===== config.mk =====
export PLATFORM = sky130hd
export DESIGN_NAME = pool1_rm_port_arbiter
export DESIGN_NICKNAME = d
export VERILOG_FILES = /design/src/rtl/pool1_rm_pkg.sv /design/src/rtl/pool1_rm_rsp_fifo.sv /design/src/rtl/pool1_rm_port_arbiter.sv
export SDC_FILE = /design/constraint.sdc
export NUM_CORES = 1
export LEC_CHECK = 0
export CORE_MARGIN = 5
export CORE_UTILIZATION = 33
export DETAILED_ROUTE_END_ITERATION = 12
export PLACE_DENSITY = 0.67
export SYNTH_ARGS = -nofsm -noshare
export SYNTH_HDL_FRONTEND = slang
export SYNTH_HIERARCHICAL = 1
export SYNTH_SLANG_ARGS = --single-unit

===== constraint.sdc =====
create_clock -name clk0 -period 5.1 [get_ports clk0]
set_input_delay 1.02 -clock clk0 [delete_from_list [all_inputs] [get_ports clk0]]
set_output_delay 1.02 -clock clk0 [all_outputs]
set_load 0.05 [all_outputs]

===== src/rtl/pool1_rm_pkg.sv =====
// Shared definitions for the pool1 row-memory port: geometry, response type,
// arbitration side, and the address-legality helper used by arbiter and bench.
package pool1_rm_pkg;

  localparam int DATA_WIDTH = 16;
  localparam int ADDR_WIDTH = 9;
  localparam int RAM_WORDS  = 384;

  // One read response: data is forced to zero when err is set.
  typedef struct packed {
    logic [DATA_WIDTH-1:0] data;
    logic                  err;
  } rsp_t;

  // Which requester won the most recent contested grant.
  typedef enum logic {
    SIDE_WRITE = 1'b0,
    SIDE_READ  = 1'b1
  } side_e;

  // Addresses at or above RAM_WORDS do not exist in the macro.
  function automatic logic addr_in_range(input logic [ADDR_WIDTH-1:0] addr);
    return addr < ADDR_WIDTH'(RAM_WORDS);
  endfunction

endpackage


===== src/rtl/pool1_rm_rsp_fifo.sv =====
// Two-entry response queue for read data. Head is presented combinationally;
// the arbiter's credit scheme keeps pushes away from a full queue.
module pool1_rm_rsp_fifo
  import pool1_rm_pkg::*;
(
  input  logic       clk,
  input  logic       rst_n,
  input  logic       push,
  input  rsp_t       push_data,
  input  logic       pop,
  output rsp_t       head,
  output logic       valid,
  output logic       full,
  output logic [1:0] count
);

  rsp_t       mem [2];
  logic       wr_ptr;
  logic       rd_ptr;
  logic       pop_ok;

  assign pop_ok = pop && (count != 2'd0);
  assign valid  = (count != 2'd0);
  assign full   = (count == 2'd2);
  assign head   = mem[rd_ptr];

  // Pointer and occupancy bookkeeping; cleared by reset so contents are discarded.
  always_ff @(posedge clk or negedge rst_n) begin
    if (!rst_n) begin
      wr_ptr <= 1'b0;
      rd_ptr <= 1'b0;
      count  <= 2'd0;
    end else begin
      // NOTE: non-blocking assignments keep every register reading pre-edge values.
      if (push)   wr_ptr <= ~wr_ptr;
      if (pop_ok) rd_ptr <= ~rd_ptr;
      count <= count + 2'(push) - 2'(pop_ok);
    end
  end

  // Entry storage; validity comes solely from count.
  // NOTE: storage is deliberately not reset; count makes stale entries invisible.
  always_ff @(posedge clk) begin
    if (push) mem[wr_ptr] <= push_data;
  end

  // Upstream credit must never allow a push into a full queue.
  a_no_overflow : assert property (@(posedge clk) disable iff (!rst_n) !(push && full));

endmodule


===== src/rtl/pool1_rm_port_arbiter.sv =====
// Round-robin sharer of the pool1 row-memory single RW port between a write
// producer and a read consumer. Drives SRAM pins in the grant cycle, captures
// read data one edge later into a 2-entry response queue, flags illegal addresses.
module pool1_rm_port_arbiter
  import pool1_rm_pkg::*;
(
  input  logic                  clk0,
  input  logic                  rst0_n,
  input  logic                  wr_valid,
  output logic                  wr_ready,
  input  logic [ADDR_WIDTH-1:0] wr_addr,
  input  logic [DATA_WIDTH-1:0] wr_data,
  input  logic                  rd_valid,
  output logic                  rd_ready,
  input  logic [ADDR_WIDTH-1:0] rd_addr,
  output logic                  rsp_valid,
  input  logic                  rsp_ready,
  output logic [DATA_WIDTH-1:0] rsp_data,
  output logic                  rsp_err,
  output logic                  err_oob,
  output logic                  sram_csb0,
  output logic                  sram_web0,
  output logic [ADDR_WIDTH-1:0] sram_addr0,
  output logic [DATA_WIDTH-1:0] sram_din0,
  input  logic [DATA_WIDTH-1:0] sram_dout0
);

  side_e      rr_last;
  side_e      rr_last_next;
  logic       inflight;
  logic       inflight_err;

  logic       q_valid;
  logic       q_full;
  logic [1:0] q_count;
  rsp_t       q_head;
  rsp_t       push_data;
  logic       pop;

  logic [1:0] occ;
  logic       credit;
  logic       rd_eligible;
  logic       contested;
  logic       wr_fire;
  logic       rd_fire;
  logic       wr_in_range;
  logic       rd_in_range;

  assign wr_in_range = addr_in_range(wr_addr);
  assign rd_in_range = addr_in_range(rd_addr);

  // Credit, round-robin grant and handshake outputs.
  always_comb begin
    // NOTE: every output of this block gets a default first so no latch is inferred.
    pop          = q_valid && rsp_ready;
    occ          = 2'(inflight) + q_count;
    credit       = (occ < 2'd2) || ((occ == 2'd2) && pop);
    rd_eligible  = rd_valid && credit;
    contested    = wr_valid && rd_eligible;
    // A side loses only when both are eligible and it was the previous contest winner.
    wr_ready     = !(rd_eligible && (rr_last == SIDE_WRITE));
    rd_ready     = credit && !(wr_valid && (rr_last == SIDE_READ));
    wr_fire      = wr_valid && wr_ready;
    rd_fire      = rd_valid && rd_ready;
    rr_last_next = rr_last;
    if (contested) rr_last_next = wr_fire ? SIDE_WRITE : SIDE_READ;
  end

  // SRAM pins follow the grant combinationally; illegal addresses leave the macro idle.
  always_comb begin
    sram_csb0  = 1'b1;
    sram_web0  = 1'b1;
    sram_addr0 = '0;
    sram_din0  = '0;
    if (wr_fire && wr_in_range) begin
      sram_csb0  = 1'b0;
      sram_web0  = 1'b0;
      sram_addr0 = wr_addr;
      sram_din0  = wr_data;
    end else if (rd_fire && rd_in_range) begin
      sram_csb0  = 1'b0;
      sram_addr0 = rd_addr;
    end
  end

  // Arbitration history, in-flight read tracking and the sticky range error.
  always_ff @(posedge clk0 or negedge rst0_n) begin
    if (!rst0_n) begin
      rr_last      <= SIDE_READ;
      inflight     <= 1'b0;
      inflight_err <= 1'b0;
      err_oob      <= 1'b0;
    end else begin
      rr_last      <= rr_last_next;
      inflight     <= rd_fire;
      inflight_err <= rd_fire && !rd_in_range;
      if ((wr_fire && !wr_in_range) || (rd_fire && !rd_in_range)) err_oob <= 1'b1;
    end
  end

  // dout is only valid around the edge after the grant, so capture it right there.
  always_comb begin
    push_data.err  = inflight_err;
    push_data.data = inflight_err ? '0 : sram_dout0;
  end

  pool1_rm_rsp_fifo u_rsp_fifo (
    .clk       (clk0),
    .rst_n     (rst0_n),
    .push      (inflight),
    .push_data (push_data),
    .pop       (pop),
    .head      (q_head),
    .valid     (q_valid),
    .full      (q_full),
    .count     (q_count)
  );

  assign rsp_valid = q_valid;
  assign rsp_data  = q_valid ? q_head.data : '0;
  assign rsp_err   = q_valid && q_head.err;

endmodule


-- Yosys cells after proc, flatten, opt, wreduce, memory -nomap -nowiden
Memories as Yosys holds them, arrays and structs flattened.
Index checks and enable logic that the tools add are counted.
- muxes and demuxes: 11
- bitwise operators: 3
- $lt $le $gt $ge: 3
- reductions and logical operators: 22
- equality and inequality tests: 1
- add/subtract/negate cells: 2
- operators with widths (cell ; number):
    $mux 16 ; 3
    $lt 9x9->1 const B ; 2
    $mux 9 ; 2
    $logic_and 1x1->1 ; 15
    $mux 1 ; 6
    $logic_not 1->1 ; 4
    $not 1->1 ; 3
    $add 2x1->2 ; 1
    $eq 2x2->1 const B ; 1
    $logic_or 1x1->1 ; 2
    $lt 2x2->1 const B ; 1
    $reduce_bool 2->1 ; 1
    $sub 2x1->2 ; 1
- bits in registers: 8
- memories: 1
- word-level logic and storage cells: 50
- bits in writable memories: 34
- input bits: 55
- output and inout port bits: 48
- memories (memory ; depth ; bits a word ; rd ports ; clocked after memory_dff ; write ports ; line ; text):
    u_rsp_fifo.mem ; 2 ; 17 ; 1 ; 0 ; 1 ; pool1_rm_rsp_fifo.sv:17 ; rsp_t mem [2];

-- Depth between registers and ports, before layout
Gate-level depths: netlist (run 1).
- word-level depth: 10
- mapped depth: 9
- mapped depth without buffers: 8

-- Cells and area by module
Netlist (run 1), hierarchy kept.
- modules (own cells, without submodules) (module ; area an instance (um2) ; cells an instance ; times used):
    pool1_rm_rsp_fifo ; 1477.7 ; 70 ; 1
    pool1_rm_port_arbiter ; 706.9 ; 92 ; 1

-- Worst setup path after synthesis (run 1)
Ideal clock, no wire load.
- path kind: input -> output
- start: input port wr_valid
- end: output port sram_addr0[8]
- stages: 4
- path buffers: 0
- data required time: 4080 ps
- slack: 1156 ps
- arrival: 2924 ps
- cells stage by stage: a22o_1 a211oi_2 nand2_1 a21boi_0
- word-level cells in the longest chain between the ends: 7
- ends and longest elaborated chain (what ; line ; text):
    start, declared ; pool1_rm_port_arbiter.sv:9 ; input logic wr_valid,
    $logic_and 1x1->1 ; pool1_rm_port_arbiter.sv:62 ; rd_ready = credit && !(wr_valid && (rr_last == SIDE_READ));
    $logic_not 1->1 ; pool1_rm_port_arbiter.sv:62 ;
    $logic_and 1x1->1 ; pool1_rm_port_arbiter.sv:62 ;
    $logic_and 1x1->1 ; pool1_rm_port_arbiter.sv:64 ; rd_fire = rd_valid && rd_ready;
    $logic_and 1x1->1 ; pool1_rm_port_arbiter.sv:80 ; end else if (rd_fire && rd_in_range) begin
    $mux 9 ; pool1_rm_port_arbiter.sv:80 ;
    $mux 9 (*) ; pool1_rm_port_arbiter.sv:75 ; if (wr_fire && wr_in_range) begin
    end, declared ; pool1_rm_port_arbiter.sv:23 ; output logic [ADDR_WIDTH-1:0] sram_addr0,
Every way passes the cells marked *; elsewhere a longest branch is shown, timed or not.

-- Worst setup path in the final report (run 1)
- start: input port rsp_ready
- end: output port sram_addr0[1]
- word-level cells in the longest chain between the ends: 9
- ends and longest elaborated chain (what ; line ; text):
    start, declared ; pool1_rm_port_arbiter.sv:17 ; input logic rsp_ready,
    $logic_and 1x1->1 (*) ; pool1_rm_port_arbiter.sv:55 ; pop = q_valid && rsp_ready;
    $logic_and 1x1->1 (*) ; pool1_rm_port_arbiter.sv:57 ; credit = (occ < 2'd2) || ((occ == 2'd2) && pop);
    $logic_or 1x1->1 (*) ; pool1_rm_port_arbiter.sv:57 ;
    $logic_and 1x1->1 ; pool1_rm_port_arbiter.sv:58 ; rd_eligible = rd_valid && credit;
    $logic_and 1x1->1 ; pool1_rm_port_arbiter.sv:61 ; wr_ready = !(rd_eligible && (rr_last == SIDE_WRITE));
    $logic_not 1->1 ; pool1_rm_port_arbiter.sv:61 ;
    $logic_and 1x1->1 ; pool1_rm_port_arbiter.sv:63 ; wr_fire = wr_valid && wr_ready;
    $logic_and 1x1->1 ; pool1_rm_port_arbiter.sv:75 ;
    $mux 9 (*) ; pool1_rm_port_arbiter.sv:75 ;
Marks and branches as above.

==> results of run 1 <==
==> critical path, delay by kind of cell <==
| kind | cells | cell delay (ns) |
|---|---|---|
| buffers and inverters | 2 | 1.25 |
| AND/OR/NAND/NOR | 2 | 1.05 |
| AO/OA/AOI/OAI | 2 | 0.39 |
==> final cells by class <==
type                       instances  area [µm²]  share of cell area, %
timing repair buffer             103        1030                   30.7
clock buffer                       8        90.1                   2.69
inverter                           6        22.5                  0.673
tap                               77        96.3                   2.88
multi-input combinational        107         887                   26.5
sequential                        42        1220                   36.5
==> worst max-delay path by stage <==
stage	endpoint	slack, ns	cells after the start
final	sram_addr0[1]	0.37	6
after global routing	sram_addr0[1]	0.17	6
after CTS	sram_addr0[5]	0.37	6
after detailed placement	sram_addr0[1]	0.38	6
after global placement	sram_din0[2]	0.45	6
after floorplan	sram_addr0[8]	1.16	4
==> power groups by stage <==
| stage | clock (mW) | sequential, mW | combinational [mW] |
|---|---|---|---|
| final | 0.214 | 0.568 | 1.23 |
| after global routing | 0.238 | 0.581 | 1.29 |
| after CTS | 0.225 | 0.570 | 1.25 |
| after detailed placement | 0 | 0.577 | 1.24 |
| after global placement | 0 | 0.574 | 1.23 |
| after floorplan | 0 | 0.526 | 0.913 |
==> metal layers <==
metal	wire length (µm)	up-vias	GRT usage [%]
li1	-	769	-
met1	2240	753	15.2
met2	2950	28	22.7
met3	199	7	2.81
met4	59	0	4.03
met5	0	-	0
==> through the flow <==
stage | instances | hold WS [ns] | setup WS [ns] | utilization, %
3_5_place_dp | 335 | 0.464 | 0.375 | 51.0
2_1_floorplan | 161 | 0.455 | 1.16 | -
5_1_grt | 343 | 0.520 | 0.169 | 52.4
6_report | 343 | 0.485 | 0.370 | 52.4
4_1_cts | 343 | 0.493 | 0.372 | 52.4
3_3_place_gp | 335 | 0.475 | 0.447 | 51.0
==> flip-flops by register name, summed over array words and instances, names as in the netlist <==
signal	count
u_rsp_fifo/count	2
u_rsp_fifo/mem	34
inflight	1
err_oob	1
u_rsp_fifo/wr_ptr	1
u_rsp_fifo/rd_ptr	1
rr_last	1
inflight_err	1
==> out/results.tsv, run 1 <==
stage	metric	value	unit
run_status	run_status	complete, no violations	
sta	tns	0	ns
grt	grt_start_max_net_pins	26	
layout	final_layout_size_suffix_gt1_share	16.5	%
pwr	power_frac_clock	10.6	%
sta	drv_slew	0	
sta	max-slew-margin-rel	23.3	%
hold_path	worst_hold_startpoint	err_oob	
place	place.gp.congestion	0.829	
routing	vias	1557	
routing	routed_wirelength	5.45	mm
pwr	seq_power_share	28.2	%
setup_path	timing.critical_path.mode_cell	sky130_fd_sc_hd__clkdlybuf4s50_1	
pwr	net_switching_power	0.928	mW
setup_path	cp.arrival	3.71	ns
hold_path	end_point_of_the_worst_hold_path	err_oob	
cts	cts_setup_buffers	0	
logic_synthesis	instance_count_of_the_mapped_netlist	161	
logic_synthesis	post_syn_area	2180	µm²
sta	timing_worst_slew_pin_value	1.14	ns
hold_path	holdCritPathClass	flop to flop	
grt	grt_pass1_vias	1589	
logic_synthesis	synthesis.nets	219	
setup_path	crit_slowest_cell	sky130_fd_sc_hd__nor3_2	
cts	tritoncts.num_buffers	5	
die	start_util	34.1	%
grt	grt_overflow	0	
place	postPlaceCellArea	3260	µm²
layout	num-nets-final	323	
layout	fillers	587	
cts	post_cts_hold_buffer_count	0	
setup_path	worst_setup_path_startpoint	rsp_ready	
setup_path	r2r_end	u_rsp_fifo/count[1]	
pwr	pwr_density_cell	601	nW/µm²
setup_path	worstReg2RegStart	u_rsp_fifo/count[1]	
setup_path	required	4.08	ns
setup_path	crit_path_max_fanout	25	
routing	routed_wire_length_per_instance	15.9	µm
run	max-cap-violations	0	
die	dieHeight	91.2	µm
routing	drc	0	
pwr	p_sw_share	46.1	%
sta	grt_setup_unrepaired	no	
die	fp-row-count	29	
pwr	worst_ir_drop_vdd	0.410	mV
die	dieWidth	91.2	µm
sta	max_freq	211	MHz
sta	final.setup_skew	0.00704	ns
cts	clk_root_buffer_cell	sky130_fd_sc_hd__clkbuf_8	
setup_path	regToRegSetupSlack	3.00	ns
layout	finish.instance_area	3350	µm²
die	io_pins	103	
die	design.die.area	8330	µm²
setup_path	timing.setup.critical_path_class	input pin to primary output	
setup_path	worstPathCellList	clkdlybuf4s50_1, nand3b_2, a211oi_2, nor3_2, a22o_1, clkdlybuf4s50_1	
cts	cts_max_path_buffers	2	
place	hpwlAfterDp	4.01	mm
hold_path	number_of_stages_on_the_worst_hold_path	1	
setup_path	crit_path_max_cell_delay	0.92	ns
layout	insertedDiodeCount	0	
pwr	combPwrFrac	61.2	%
sta	min_period	4.73	ns
setup_path	timing.critical_path.to_type	primary output	
grt	antenna_found_initial	0	
cts	cts.sinks	42	
pwr	power.internal	1.09	mW
layout	final_cell_mix	102 x sky130_fd_sc_hd__clkdlybuf4s50_1, 34 x sky130_fd_sc_hd__edfxtp_1, 27 x sky130_fd_sc_hd__and2_1, 16 x sky130_fd_sc_hd__nor2b_1	
routing	drc_violation_total_after_the_first_tritonroute_iteration	45	
layout	area_delta_synth_final	53.6	%
cts	cts_tree	done	
grt	groute.usage.overall	12.8	%
cts	ctsResizeCount	0	
place	io_buffer_count	102	
sta	fin_crit_sh	92.7	%
pwr	power_leakage	1.26	nW
cts	clkLatencyLatePin	0.29	ns
die	core_region_area	6390	µm²
sta	finalHoldViolations	0	
layout	mostFrequentLayoutCell	sky130_fd_sc_hd__clkdlybuf4s50_1	
setup_path	worst_r2r_path_depth	8	
routing	drt_pre_antenna_iters	4	
routing	antenna_violating_nets_post_route	0	
grt	grt_first_pass_wirelength	8.34	mm
cts	cts-htree-levels	2	
setup_path	worstSetupStartpointType	input pin	
pwr	finalPower	2.01	mW
sta	number_of_setup_violations_in_the_final_report	0	
logic_synthesis	synth_area_per_cell	13.5	µm²
logic_synthesis	yosys_warnings	6	
routing	detail_route.vias_per_cell	4.54	
cts	clk_pin_slew	0.07	ns
Power figures use the tool's default switching activity.
==> run 2, diff against run 1 <==
--- a/config.mk
+++ b/config.mk
@@ -7,6 +7,7 @@
 export LEC_CHECK = 0
 export CORE_MARGIN = 5
 export CORE_UTILIZATION = 33
+export CTS_CLUSTER_SIZE = 14
 export DETAILED_ROUTE_END_ITERATION = 12
 export PLACE_DENSITY = 0.67
 export SYNTH_ARGS = -nofsm -noshare
==> results of run 2 <==
Final layout, timing and power as in run 1 (identical DEF).
==> run 3, diff against run 2 <==
--- a/config.mk
+++ b/config.mk
@@ -9,7 +9,9 @@
 export CORE_UTILIZATION = 33
 export CTS_CLUSTER_SIZE = 14
 export DETAILED_ROUTE_END_ITERATION = 12
+export HOLD_SLACK_MARGIN = 0.12
 export PLACE_DENSITY = 0.67
+export SKIP_LAST_GASP = 1
 export SYNTH_ARGS = -nofsm -noshare
 export SYNTH_HDL_FRONTEND = slang
 export SYNTH_HIERARCHICAL = 1
==> results of run 3 <==
Final layout, timing and power as in run 1 (identical DEF).
